`src/rtl/pwm_stream_reader.sv`:
```
// pwm_stream_reader: streams coefficient pairs from a 2-cycle-read dual-port bank through a credit-limited FIFO
module pwm_stream_reader #(
    parameter int WIDTH = 16,
    parameter int DEPTH = 512,
    localparam int AW = $clog2(DEPTH)
) (
    input  logic             clk,
    input  logic             rst,
    input  logic             start,
    input  logic [AW-1:0]    base_addr,
    input  logic [AW-1:0]    pair_count,
    output logic             ena,
    output logic             enb,
    output logic             wea,
    output logic             web,
    output logic [AW-1:0]    addra,
    output logic [AW-1:0]    addrb,
    input  logic [WIDTH-1:0] douta,
    input  logic [WIDTH-1:0] doutb,
    output logic             out_valid,
    input  logic             out_ready,
    output logic [WIDTH-1:0] out_a,
    output logic [WIDTH-1:0] out_b,
    output logic             out_last,
    output logic             busy,
    output logic             done
);
    localparam logic [1:0] IDLE = 2'd0, RUN = 2'd1, DRAIN = 2'd2;

    logic [1:0]       state_q, state_d;
    logic [AW-1:0]    base_q, base_d, n_q, n_d, i_q, i_d;
    logic             done_q, done_d;
    logic [1:0]       v_q, l_q;
    logic [2*WIDTH:0] mem_q [4];
    logic [1:0]       wp_q, rp_q;
    logic [2:0]       cnt_q;
    logic [2:0]       credit;
    logic             issue, iss_last, push, pop;

    // FIFO occupancy plus reads still travelling through the bank bound the issue window
    assign credit    = cnt_q + {2'b0, v_q[0]} + {2'b0, v_q[1]};
    assign issue     = (state_q == RUN) && (credit < 3'd4);
    assign iss_last  = (i_q == n_q - AW'(1));
    assign push      = v_q[1];
    assign pop       = out_valid & out_ready;
    assign ena       = issue;
    assign enb       = issue;
    assign wea       = 1'b0;
    assign web       = 1'b0;
    assign addra     = issue ? base_q + {i_q[AW-2:0], 1'b0} : '0;
    assign addrb     = issue ? base_q + {i_q[AW-2:0], 1'b1} : '0;
    assign out_valid = (cnt_q != 3'd0);
    assign {out_a, out_b, out_last} = mem_q[rp_q];
    assign busy      = (state_q != IDLE);
    assign done      = done_q;

    // Job sequencing: latch on start, step the pair index per issue, finish when the last pair leaves
    always_comb begin
        state_d = state_q;
        base_d  = base_q;
        n_d     = n_q;
        i_d     = i_q;
        done_d  = 1'b0;
        if (state_q == IDLE && start) begin
            if (pair_count == '0) begin
                done_d = 1'b1;
            end else begin
                state_d = RUN;
                base_d  = base_addr;
                n_d     = pair_count;
                i_d     = '0;
            end
        end else if (state_q == RUN && issue) begin
            i_d     = i_q + AW'(1);
            state_d = iss_last ? DRAIN : RUN;
        end else if (state_q == DRAIN && pop && out_last) begin
            state_d = IDLE;
            done_d  = 1'b1;
        end
    end

    // Control registers
    always_ff @(posedge clk) begin
        if (rst) begin
            state_q <= IDLE;
            base_q  <= '0;
            n_q     <= '0;
            i_q     <= '0;
            done_q  <= 1'b0;
        end else begin
            state_q <= state_d;
            base_q  <= base_d;
            n_q     <= n_d;
            i_q     <= i_d;
            done_q  <= done_d;
        end
    end

    // Read-latency valid pipe and the 4-entry fall-through FIFO it feeds
    always_ff @(posedge clk) begin
        if (rst) begin
            v_q   <= '0;
            l_q   <= '0;
            wp_q  <= '0;
            rp_q  <= '0;
            cnt_q <= '0;
            for (int k = 0; k < 4; k++) mem_q[k] <= '0;
        end else begin
            v_q   <= {v_q[0], issue};
            l_q   <= {l_q[0], issue & iss_last};
            cnt_q <= cnt_q + 3'(push) - 3'(pop);
            if (push) begin
                mem_q[wp_q] <= {douta, doutb, l_q[1]};
                wp_q        <= wp_q + 2'd1;
            end
            if (pop) rp_q <= rp_q + 2'd1;
        end
    end
endmodule

```
`config.mk`:
```
export PLATFORM = sky130hd
export DESIGN_NAME = pwm_stream_reader
export DESIGN_NICKNAME = d
export VERILOG_FILES = /design/src/rtl/pwm_stream_reader.sv
export SDC_FILE = /design/constraint.sdc
export NUM_CORES = 1
export LEC_CHECK = 0
export ABC_AREA = 1
export CAP_MARGIN = 20
export CORE_MARGIN = 2
export CORE_UTILIZATION = 50
export CTS_CLUSTER_SIZE = 20
export DETAILED_ROUTE_END_ITERATION = 12
export PLACE_DENSITY = 0.77
export SYNTH_ARGS = -nofsm -noshare
export SYNTH_HDL_FRONTEND = slang
export SYNTH_SLANG_ARGS = --single-unit
```
`constraint.sdc`:
```
create_clock -name clk -period 3.8 [get_ports clk]
set_clock_uncertainty 0.1 [all_clocks]
set_input_delay 1.14 -clock clk [delete_from_list [all_inputs] [get_ports clk]]
set_output_delay 1.14 -clock clk [all_outputs]
set_load 0.005 [all_outputs]
```
## Word-level counts from Yosys, hierarchy flattened

Memories as Yosys holds them, arrays and structs flattened. A register that Yosys moved wholly into a read port is not among the register bits.
Index checks and enable logic that the tools add are counted.

| storage, ports and cells | value |
|---|---|
| flip-flop bits (word level) | 41 |
| latch bits | 0 |
| bits in writable memories | 132 |
| memory bits (read-only) | 0 |
| input bits | 54 |
| output and inout bits | 58 |
| word-level logic and storage cells | 68 |
| memories | 1 |

Memory list:

| name | depth | width | rd ports | clocked after memory_dff | write ports | line | source |
|---|---|---|---|---|---|---|---|
| mem_q | 4 | 33 | 1 | 1 | 4 | 34 | `logic [2*WIDTH:0] mem_q [4];` |

| cells by class | value |
|---|---|
| add/subtract/negate cells | 10 |
| multiply operators | 0 |
| div/mod/pow operators | 0 |
| order comparisons | 1 |
| equal/unequal tests | 4 |
| shifts and indexed selects | 0 |
| mux-type cells | 24 |
| bitwise operators | 3 |
| reduce and logical (&&, ||, !) cells | 15 |

Operator list:

| kind | count |
|---|---|
| $mux W9 | 5 |
| $mux W33 | 1 |
| $reduce_or A33 Y1 | 1 |
| $add A9 B9 Y9 | 2 |
| $mux W2 | 8 |
| $mux W1 | 10 |
| $add A3 B1 Y3 | 3 |
| $add A9 B1 Y9 const B | 1 |
| $eq A9 B9 Y1 | 1 |
| $logic_not A9 Y1 | 1 |
| $sub A9 B1 Y9 const B | 1 |
| $reduce_and A2 Y1 | 3 |
| $reduce_bool A3 Y1 | 2 |
| $logic_and A1 B1 Y1 | 5 |
| $add A2 B1 Y2 const B | 2 |
| $reduce_bool A2 Y1 | 2 |
| $lt A3 B3 Y1 const B | 1 |
| $sub A3 B1 Y3 | 1 |
| $and A1 B1 Y1 | 2 |
| $eq A2 B1 Y1 const B | 1 |
| $eq A2 B2 Y1 const B | 1 |
| $logic_not A2 Y1 | 1 |
| $ne A2 B2 Y1 const B | 1 |
| $not A1 Y1 | 1 |

## Logic depth before layout (Yosys ltp)

Gate-level depths: netlist of the first run.

| logic depth | value |
|---|---|
| depth in word-level cells | 7 |
| depth in mapped cells | 13 |
| depth with buffers taken out | 13 |

## Least setup slack after synthesis of the first run

No wires, ideal clock.

| path | value |
|---|---|
| path kind | reg-to-reg |
| from | register wp_q[1] |
| to | memory mem_q[2][0] (netlist bit), enable pin |
| library setup time | 0.469 ns |
| arrival | 2.988 ns |
| data required time | 3.231 ns |
| path slack | 0.243 ns |
| stages on the path, launching flop included | 5 |
| buffers on the path | 0 |
| period minus slack after synthesis | 3.557 ns |
| cells stage by stage | dfxtp_1 -> inv_1 -> nor2_1 -> clkinv_1 -> o21ai_0 |

RTL lines:

| what | line | source |
|---|---|---|
| start: declaration | 35 | `logic [1:0] wp_q, rp_q;` |
| start signal: assignment | 114 | `wp_q <= wp_q + 2'd1;` |
| end: declaration | 34 |  |

## Final worst setup path of the first run

| path | value |
|---|---|
| from | register i_q[4] |
| to | output addrb[6] |

| on the way | value |
|---|---|
| word-level cells in the longest chain between the ends | 2 |

Ends and longest elaborated chain:

| what | line | source |
|---|---|---|
| start: declaration | 31 | `logic [AW-1:0] base_q, base_d, n_q, n_d, i_q, i_d;` |
| start signal: assignment | 94 | `i_q <= i_d;` |
| $add A9 B9 Y9 | 51 | `assign addrb = issue ? base_q + {i_q[AW-2:0], 1'b1} : '0;` |
| $mux W9 | 51 |  |
| end: declaration | 17 | `output logic [AW-1:0] addrb,` |

Every way passes these cells.

==> flow_summary.ini, run 1 <==
[outcome]
status = finished, final reports clean

[setup_path]
cp-start-kind = flop
cpPeakStageDelay_ps = 520
path_delay_family = compound AO/OA/AOI/OAI gates
end_kind = primary output
critPathBufInv = 1
rrSetupSlack_ps = 1550
cp_max_fo = 6
cp_common_cell = a21oi_1
cp_slowest_cell = clkdlybuf4s50_1
crit_type = reg -> out
crit_chain = ha_1 -> a21oi_2 -> o21ai_0 -> a21oi_1 -> o21ai_1 -> a21oi_1 -> clkdlybuf4s50_1
cp.required_ps = 2560
critPathArrivalTime_ps = 2460

[grt]
antenna_found_initial = 0
grt_pass1_wl_um = 30600
grt_max_degree = 67
track_usage_pct = 22.0
grt-ovfl-total = 0
grt_pass1_vias = 6395

[timing]
worst_pin_slew_ps = 951
slew_headroom_pct = 36.3
finalWorstSetupSlack_ps = 102
min_period_ps = 3700
hold_viol = 0
fin_crit_sh_pct = 97.3
setup_viol = 0
slew_violations = 0
timing.fmax_ghz = 0.270
fin_hold_ws_ps = 311

[power]
p_int_mw = 3.81
finalPower_mw = 5.38
seq_power_share_pct = 41.7
pwr-share-comb_pct = 27.2
swShare_pct = 29.1
power.density_nw_per_um2 = 521
leakage_nw = 4.01
p_sw_mw = 1.57
peakVddDrop_v = 0.000356
pwr-share-clk_pct = 31.1

[routing]
vias_per_cell = 5.21
drc = 0
drtAntennaViolNets = 0
routedWlPerCell_um = 14.8
drt-initial-drc-count = 439
totalWireLength_um = 18700
num_vias = 6586
firstDrtPassIters = 4

[clock_tree]
numCtsBuffers = 17
cts_sinks = 175
clkLatencyLatePin_ps = 430
cts_tree = yes
clockBufferDepth = 2
htree_num_levels = 4
ctsHoldBuffers = 0
clk_pin_slew_worst_paths_ps = 60
cts_root_buffer = clkbuf_16

[synthesis]
synth.avg_cell_area_um2 = 8.95
synthCells = 929
syn_area_um2 = 8320
ys_types = 38
ys_warn_count = 0
synth-seq-cells = 175
synth-seq-area-share_pct = 58.0

[placed_design]
gp_congestion = 0.834
dp_cells = 1231
place.port_buffers = 109
place_ws_ps = 341
placed_cell_area_um2 = 9660
hpwl_um = 12100

[finish]
area_delta_synth_final_pct = 24.2
layout.nets = 1101
instances_no_fill = 1265
final_cell_mix = 269 x nor2_1, 132 x edfxtp_1, 108 x clkdlybuf4s50_1
diodes = 0
fin_area_um2 = 10300
final_common_cell = nor2_1
drive_above_1_share_pct = 8.90

[die]
io_pins = 112
die_area_um2 = 17700
die_w_um = 133
fp-row-count = 47
core_area_um2 = 16400
initial_core_util_pct = 50.7
fp.dieH_um = 133

[worst_hold_path]
hold_class = reg -> reg

[run]
max-cap-violations = 0
kinds of logic after synthesis:
kind of cell | after synthesis | share of synthesized area, %
AND/OR/NAND/NOR | 382 | 18.6
flip-flops | 175 | 58.0
AO/OA/AOI/OAI | 174 | 11.2
buffers and inverters | 165 | 7.87
XOR/XNOR | 17 | 1.79
adder cells (fa/ha/maj) | 15 | 2.53
other | 1 | 0.0451
metal layers:
layer,share of wire [%],track usage [%]
met5,0,0
met2,51,38.5
met3,5.2,4.21
met1,43,27.5
met4,1.3,7.23
synth_stat cells (all sizes together):
cell | count | area share, %
a21o | 1 | 0.090
xnor2 | 4 | 0.42
nor2 | 271 | 12
o22ai | 33 | 2.5
nand4 | 6 | 0.45
clkinv | 1 | 0.045
ha | 12 | 1.8
dfxtp | 43 | 10
a211oi | 1 | 0.090
and2 | 1 | 0.075
nor4 | 1 | 0.26
xor2 | 13 | 1.4
buf | 16 | 1.1
edfxtp | 132 | 48
nand3 | 15 | 0.96
fa | 3 | 0.72
nand2 | 78 | 3.9
clkbuf | 30 | 1.4
conb | 1 | 0.045
o21ai | 102 | 6.1
nor3 | 10 | 0.66
o21bai | 1 | 0.090
a21oi | 35 | 2.2
o21a | 1 | 0.090
inv | 118 | 5.4
worst paths after layout:
path                from  endpoint  cells after the start
setup / recovery  i_q[4]  addrb[6]                      7
hold / removal    l_q[0]    l_q[1]                      2
setup reg to reg    flop      done                      5
hold reg to reg   l_q[0]    l_q[1]                      2
area by class of cell:
| type | count | area [µm²] |
|---|---|---|
| Multi-Input combinational cell | 590 | 2920 |
| Clock buffer | 17 | 425 |
| Fill cell | 1320 | 6080 |
| Clock inverter | 15 | 144 |
| Tap cell | 220 | 275 |
| Sequential cell | 175 | 4840 |
| Timing Repair Buffer | 129 | 1270 |
| Inverter | 119 | 457 |
power groups by stage:
stage / Sequential (mW) / Combinational, mW / Clock, mW
after floorplan: 2.27 / 0.770 / 0
after global placement: 2.27 / 1.42 / 0
after detailed placement: 2.28 / 1.44 / 0
after CTS: 2.24 / 1.46 / 1.69
after global routing: 2.25 / 1.62 / 1.76
final: 2.24 / 1.46 / 1.67
metrics by stage:
stage / TNS (ps) / utilization (%)
finish: 0 / 63.0
global placement: 0 / 58.9
global route: -2.47 / 63.0
detailed placement: 0 / 58.9
CTS: 0 / 62.6
floorplan: 0 / -
timing repair:
item / 4_1_cts / 5_1_grt
endpoints found under the setup margin: 8 / 9
pin swaps: 0 / 1
gates resized for setup: 4 / 20
setup buffers: 2 / 0
worst min-delay path, stage by stage, from the launching register on:
cell and delay, ps:
dfxtp_1 300, inv_1 40, nor2_1 30
registers in the layout, indices dropped and copies added, names as in the netlist, named ones only:
signal   cells
i_q          9
mem_q      132
wp_q         2
done         1
v_q          2
base_q       9
cnt_q        3
state_q      2
l_q          2
rp_q         2
n_q          9
Power figures use the tool's default switching activity.
==> run 2: changes to the inputs <==
--- a/config.mk
+++ b/config.mk
@@ -7,11 +7,13 @@
 export LEC_CHECK = 0
 export ABC_AREA = 1
 export CAP_MARGIN = 20
+export CELL_PAD_IN_SITES_DETAIL_PLACEMENT = 1
+export CELL_PAD_IN_SITES_GLOBAL_PLACEMENT = 2
 export CORE_MARGIN = 2
-export CORE_UTILIZATION = 50
+export CORE_UTILIZATION = 31
 export CTS_CLUSTER_SIZE = 20
 export DETAILED_ROUTE_END_ITERATION = 12
-export PLACE_DENSITY = 0.77
+export PLACE_DENSITY_LB_ADDON = 0.1
 export SYNTH_ARGS = -nofsm -noshare
 export SYNTH_HDL_FRONTEND = slang
 export SYNTH_SLANG_ARGS = --single-unit
==> constraint.sdc (replaced) <==
create_clock -name clk -period 3.8 [get_ports clk]
set_clock_uncertainty 0.1 [all_clocks]
set_input_delay 0.95 -clock clk [delete_from_list [all_inputs] [get_ports clk]]
set_output_delay 0.95 -clock clk [all_outputs]
set_load 0.005 [all_outputs]
==> run 2 against run 1 <==
Against the previous run: total power increased by 1.4%; core utilization decreased by 23 points; design area increased by 1.7%; non-clock buffer count increased by 6; clock-buffer cell count increased by 1; highest routed layer unchanged; die area increased by 59%.
==> flow_summary.ini, run 2 (synthesized netlist as in run 1, its figures left out) <==
[outcome]
status = finished, final reports clean

[finish]
fill_cells = 2974
layout.nets = 1107
area_delta_synth_final_pct = 26.3
largest_reg_flops = 132
fin_util_pct = 40.1
drive_above_1_share_pct = 8.28
largest_register = mem_q
diodes = 0
final_common_cell = nor2_1
fin_area_um2 = 10500
final_cell_mix = 269 x nor2_1, 132 x edfxtp_1, 109 x clkdlybuf4s50_1

[setup_path]
cp_common_cell = o21ai_1
crit_chain = ha_2 -> nand2_1 -> o21ai_1 -> inv_1 -> o21ai_0 -> o21ai_1 -> a21oi_1 -> clkdlybuf4s50_1
cp_max_fo = 8
crit_type = reg -> out
end_kind = primary output
rrSetupSlack_ps = 1590
cp.required_ps = 2750
cp_slowest_cell = clkdlybuf4s50_1
cp-start-kind = flop
critPathArrivalTime_ps = 2580
cpPeakStageDelay_ps = 520

[die]
io_pins = 112
core_area_um2 = 26200
die_w_um = 168
fp-row-count = 59
fp.dieH_um = 168
die_area_um2 = 28200
initial_core_util_pct = 31.7

[clock_tree]
clk_pin_slew_worst_paths_ps = 70
clkLatencyLatePin_ps = 430
numCtsBuffers = 17
cts_tree = yes
htree_num_levels = 4
clockBufferDepth = 2
ctsHoldBuffers = 0
cts_sinks = 175
cts_root_buffer = clkbuf_16

[placed_design]
placed_cell_area_um2 = 9910
hpwl_um = 15300
gp_congestion = 0.759
place.port_buffers = 109
place_ws_ps = 505

[routing]
drtAntennaViolNets = 0
totalWireLength_um = 22900
num_vias = 6557
firstDrtPassIters = 4
routedWlPerCell_um = 16.6
drt-initial-drc-count = 339
drc = 0
vias_per_cell = 4.73

[grt]
track_usage_pct = 16.8
grt_pass1_wl_um = 37000
grt.met2_usage_pct = 30.3
grt_util_met3_pct = 2.14
grt_max_degree = 67
gr-usage-met1_pct = 21.5
busiest_layer = met2
antenna_found_initial = 0
grt_pass1_vias = 6907
grt-ovfl-total = 0

[power]
finalPower_mw = 5.46
peakVddDrop_v = 0.000237
leakage_nw = 4.02
power.density_nw_per_um2 = 519

[timing]
fin_crit_sh_pct = 95.4
slew_violations = 0
timing.fmax_ghz = 0.276
hold_viol = 0
worst_pin_slew_ps = 818
setup_viol = 0
finalWorstSetupSlack_ps = 173
slew_headroom_pct = 45.3
min_period_ps = 3630

[run]
max-cap-violations = 0

[worst_hold_path]
hold_class = reg -> reg
==> run 2: cell types whose count changed in the layout (fill, tap and decap cells not counted), moves of 3 or more <==
cell | previous run | this run
clkinvlp_4 | 2 | 5
a21oi_2 | 6 | 2
clkinv_1 | 5 | 2
dfxtp_1 | 36 | 42
inv_8 | 1 | 4
buf_12 | 2 | 6
dfxtp_2 | 6 | 1
a21oi_1 | 29 | 33
==> run 2: worst max-delay path, delay by kind of cell (launching register included) <==
family                   cells  cell delay, ps
buffers and inverters        2             600
AND/OR/NAND/NOR              1              60
adder cells (fa/ha/maj)      1             430
AO/OA/AOI/OAI                4             640
flip-flops                   1             420
==> run 2: final cells by class <==
class | instances | area [µm²] | share of cell area, %
inverter | 119 | 454 | 4.32
sequential | 175 | 4830 | 45.9
tap | 335 | 419 | 3.99
timing repair buffer | 135 | 1360 | 13.0
clock inverter | 14 | 129 | 1.23
clock buffer | 18 | 429 | 4.09
multi-input combinational | 590 | 2890 | 27.5
==> run 2: repair_timing <==
item	in CTS	in global routing
hold endpoints to repair	0	0
setup buffers	0	2
resized for setup	0	4
setup endpoints to repair	0	8
==> run 2: stage by stage <==
step,TNS (ps),hold WS (ps),cells
2_1_floorplan,0,288,930
3_3_place_gp,0,296,1352
3_5_place_dp,0,306,1352
4_1_cts,0,315,1384
5_1_grt,-16.5,352,1386
6_report,0,310,1386
==> run 2: path summary, 6_finish.rpt <==
kind              cells after the start       end      from
hold reg to reg                       2    l_q[1]    l_q[0]
setup / recovery                      8  addrb[5]    i_q[1]
hold / removal                        2    l_q[1]    l_q[0]
setup reg to reg                     11  cnt_q[2]  cnt_q[1]
==> run 2: where the power goes <==
group / total (mW) / leakage, nW / switching, mW / internal, mW
combinational: 1.55 / 2.04 / 0.833 / 0.713
clock: 1.68 / 0.257 / 0.814 / 0.862
sequential: 2.23 / 1.72 / 0.0640 / 2.17
==> run 2: layer usage <==
metal / share of wire, % / wire length, µm / vias to the layer above
li1: - / - / 3253
met1: 47 / 10800 / 3214
met2: 50 / 11500 / 78
met3: 1.6 / 373 / 12
met4: 0.84 / 192 / 0
met5: 0 / 0 / -
==> run 3: changes to the inputs <==
--- a/config.mk
+++ b/config.mk
@@ -10,10 +10,12 @@
 export CELL_PAD_IN_SITES_DETAIL_PLACEMENT = 1
 export CELL_PAD_IN_SITES_GLOBAL_PLACEMENT = 2
 export CORE_MARGIN = 2
-export CORE_UTILIZATION = 31
+export CORE_UTILIZATION = 32
+export CTS_BUF_LIST = sky130_fd_sc_hd__clkbuf_4
 export CTS_CLUSTER_SIZE = 20
 export DETAILED_ROUTE_END_ITERATION = 12
 export PLACE_DENSITY_LB_ADDON = 0.1
+export SLEW_MARGIN = 20
 export SYNTH_ARGS = -nofsm -noshare
 export SYNTH_HDL_FRONTEND = slang
 export SYNTH_SLANG_ARGS = --single-unit
==> run 3 against run 2 <==
Against the previous run: critical endpoint is now addra[8]; first-iteration DRC count decreased by 12%; critical path type unchanged; setup slack got worse by 8.3 ps; clock-buffer cell count decreased by 1.
==> flow_summary.ini, run 3 (synthesized netlist as in run 1, its figures left out) <==
[finish]
layout.nets = 1105
largest_register = mem_q
drive_above_1_share_pct = 9.82
final_cell_mix = 269 x nor2_1, 132 x edfxtp_1, 105 x inv_1, 105 x clkdlybuf4s50_1, 87 x o21ai_0
largest_reg_flops = 132
final_common_cell = nor2_1
area_delta_synth_final_pct = 23.1

[routing]
totalWireLength_um = 22800
drtAntennaViolNets = 0
vias_per_cell = 4.76
drt-initial-drc-count = 297
num_vias = 6594
routedWlPerCell_um = 16.5
drc = 0
firstDrtPassIters = 4

[power]
p_sw_mw = 1.64
swShare_pct = 34.3
finalPower_mw = 4.79
seq_power_share_pct = 46.7
power.density_nw_per_um2 = 468
p_int_mw = 3.15
peakVddDrop_v = 0.000200
pwr-share-clk_pct = 21.5
leakage_nw = 3.95
pwr-share-comb_pct = 31.8

[die]
io_pins = 112
die_area_um2 = 27300
fp.dieH_um = 165
initial_core_util_pct = 32.3
core_area_um2 = 25800
die_w_um = 165
fp-row-count = 59

[setup_path]
cp-start-kind = flop
end_kind = primary output
reg2reg_to = mem_q[2][13]
crit_type = reg -> out
rrSetupSlack_ps = 1490
rr_startpoint = wp_q[1]
cp.required_ps = 2750
cp_max_fo = 12
reg2reg_depth = 5
critPathArrivalTime_ps = 2590

[clock_tree]
clockBufferDepth = 2
numCtsBuffers = 17
htree_num_levels = 4
cts_sinks = 175
cts_tree = yes
cts_root_buffer = clkbuf_4
clk_pin_slew_worst_paths_ps = 140
clkLatencyLatePin_ps = 560

[timing]
hold_viol = 0
rsz0062_at_grt = false
worst_pin_slew_ps = 1010
min_period_ps = 3640
timing.fmax_ghz = 0.275
slew_headroom_pct = 32.3
fin_crit_sh_pct = 95.7
slew_violations = 0
setup_tns_ps = 0
finalWorstSetupSlack_ps = 165
setup_viol = 0

[outcome]
status = finished, final reports clean

[grt]
grt_pass1_wl_um = 36200
antenna_found_initial = 1
grt_max_degree = 44
grt_pass1_vias = 6719
track_usage_pct = 17.3
grt-ovfl-total = 0

[run]
max-cap-violations = 0

[placed_design]
place.port_buffers = 109
hpwl_um = 15000
place_ws_ps = 475
gp_congestion = 0.748

[worst_hold_path]
hold_end = l_q[1]
min_from = l_q[0]
hold_class = reg -> reg
holdPathStages = 2
run 3: cell count changes in the layout (fill, tap and decap cells not counted), sizes merged:
cell           previous run  this run
buf                      26        24
clkinvlp                  5         2
clkdlybuf4s50           109       105
inv                     123       127
diode                     0         1
dlymetal6s2s              0         4
clkbuf                   18        17
run 3: area by class of cell:
| type | instances | area [µm²] |
|---|---|---|
| fillers | 3016 | 15500 |
| flip-flops and latches | 175 | 4840 |
| multi-input cells | 590 | 2940 |
| repair buffers | 133 | 1310 |
| inverters | 119 | 458 |
| well taps | 335 | 419 |
| clock inverters | 15 | 140 |
| clock buffers | 17 | 128 |
| diodes | 1 | 2.50 |
run 3: power by group through the flow:
stage,clock (mW),combinational (mW),sequential (mW)
finish,1.03,1.52,2.24
global route,1.15,1.72,2.25
CTS,1.08,1.55,2.24
detailed placement,0,1.52,2.28
global placement,0,1.52,2.28
floorplan,0,0.770,2.27
run 3: through the flow:
stage	cells	area (µm²)	util [%]	hold WS (ps)
finish	1385	10200	39.7	318
CTS	1384	10200	39.5	325
floorplan	930	8320	-	288
global placement	1350	9840	38.2	297
detailed placement	1350	9840	38.2	304
global route	1385	10200	39.7	380
run 3: worst max-delay path by stage:
| stage | from | end | cells after the start | slack [ps] |
|---|---|---|---|---|
| 5_1_grt | base_q[5] | addrb[6] | 7 | 0.1 |
| 6_report | v_q[1] | addra[8] | 9 | 160 |
| 3_5_place_dp | i_q[0] | addrb[5] | 9 | 480 |
| 4_1_cts | flop | out_b[2] | 5 | 20 |
| 3_3_place_gp | i_q[0] | addrb[5] | 9 | 540 |
| 2_1_floorplan | wp_q[1] | mem_q[2][0] | 4 | 240 |
run 3: metal layers:
metal	global-route usage [%]	up-vias	wire length [µm]
li1	-	3259	-
met1	22.8	3241	10700
met2	30.2	84	11300
met3	2.80	10	606
met4	3.52	0	135
met5	0	-	0
run 3: worst max-delay path: stages (launching register included):
cell and delay (ps):
dfxtp_2 370, ha_1 290, a21o_1 190, and2_1 140
nor2_2 130, nand2_4 100, inv_8 110, o21ai_1 70
a21oi_1 130, clkdlybuf4s50_1 520
run 3: timing repair:
item / CTS / global route
setup buffers: 2 / 1
hold buffers: 0 / 0
setup endpoints to repair: 9 / 24
resized for setup: 11 / 21
pin swaps: 1 / 1
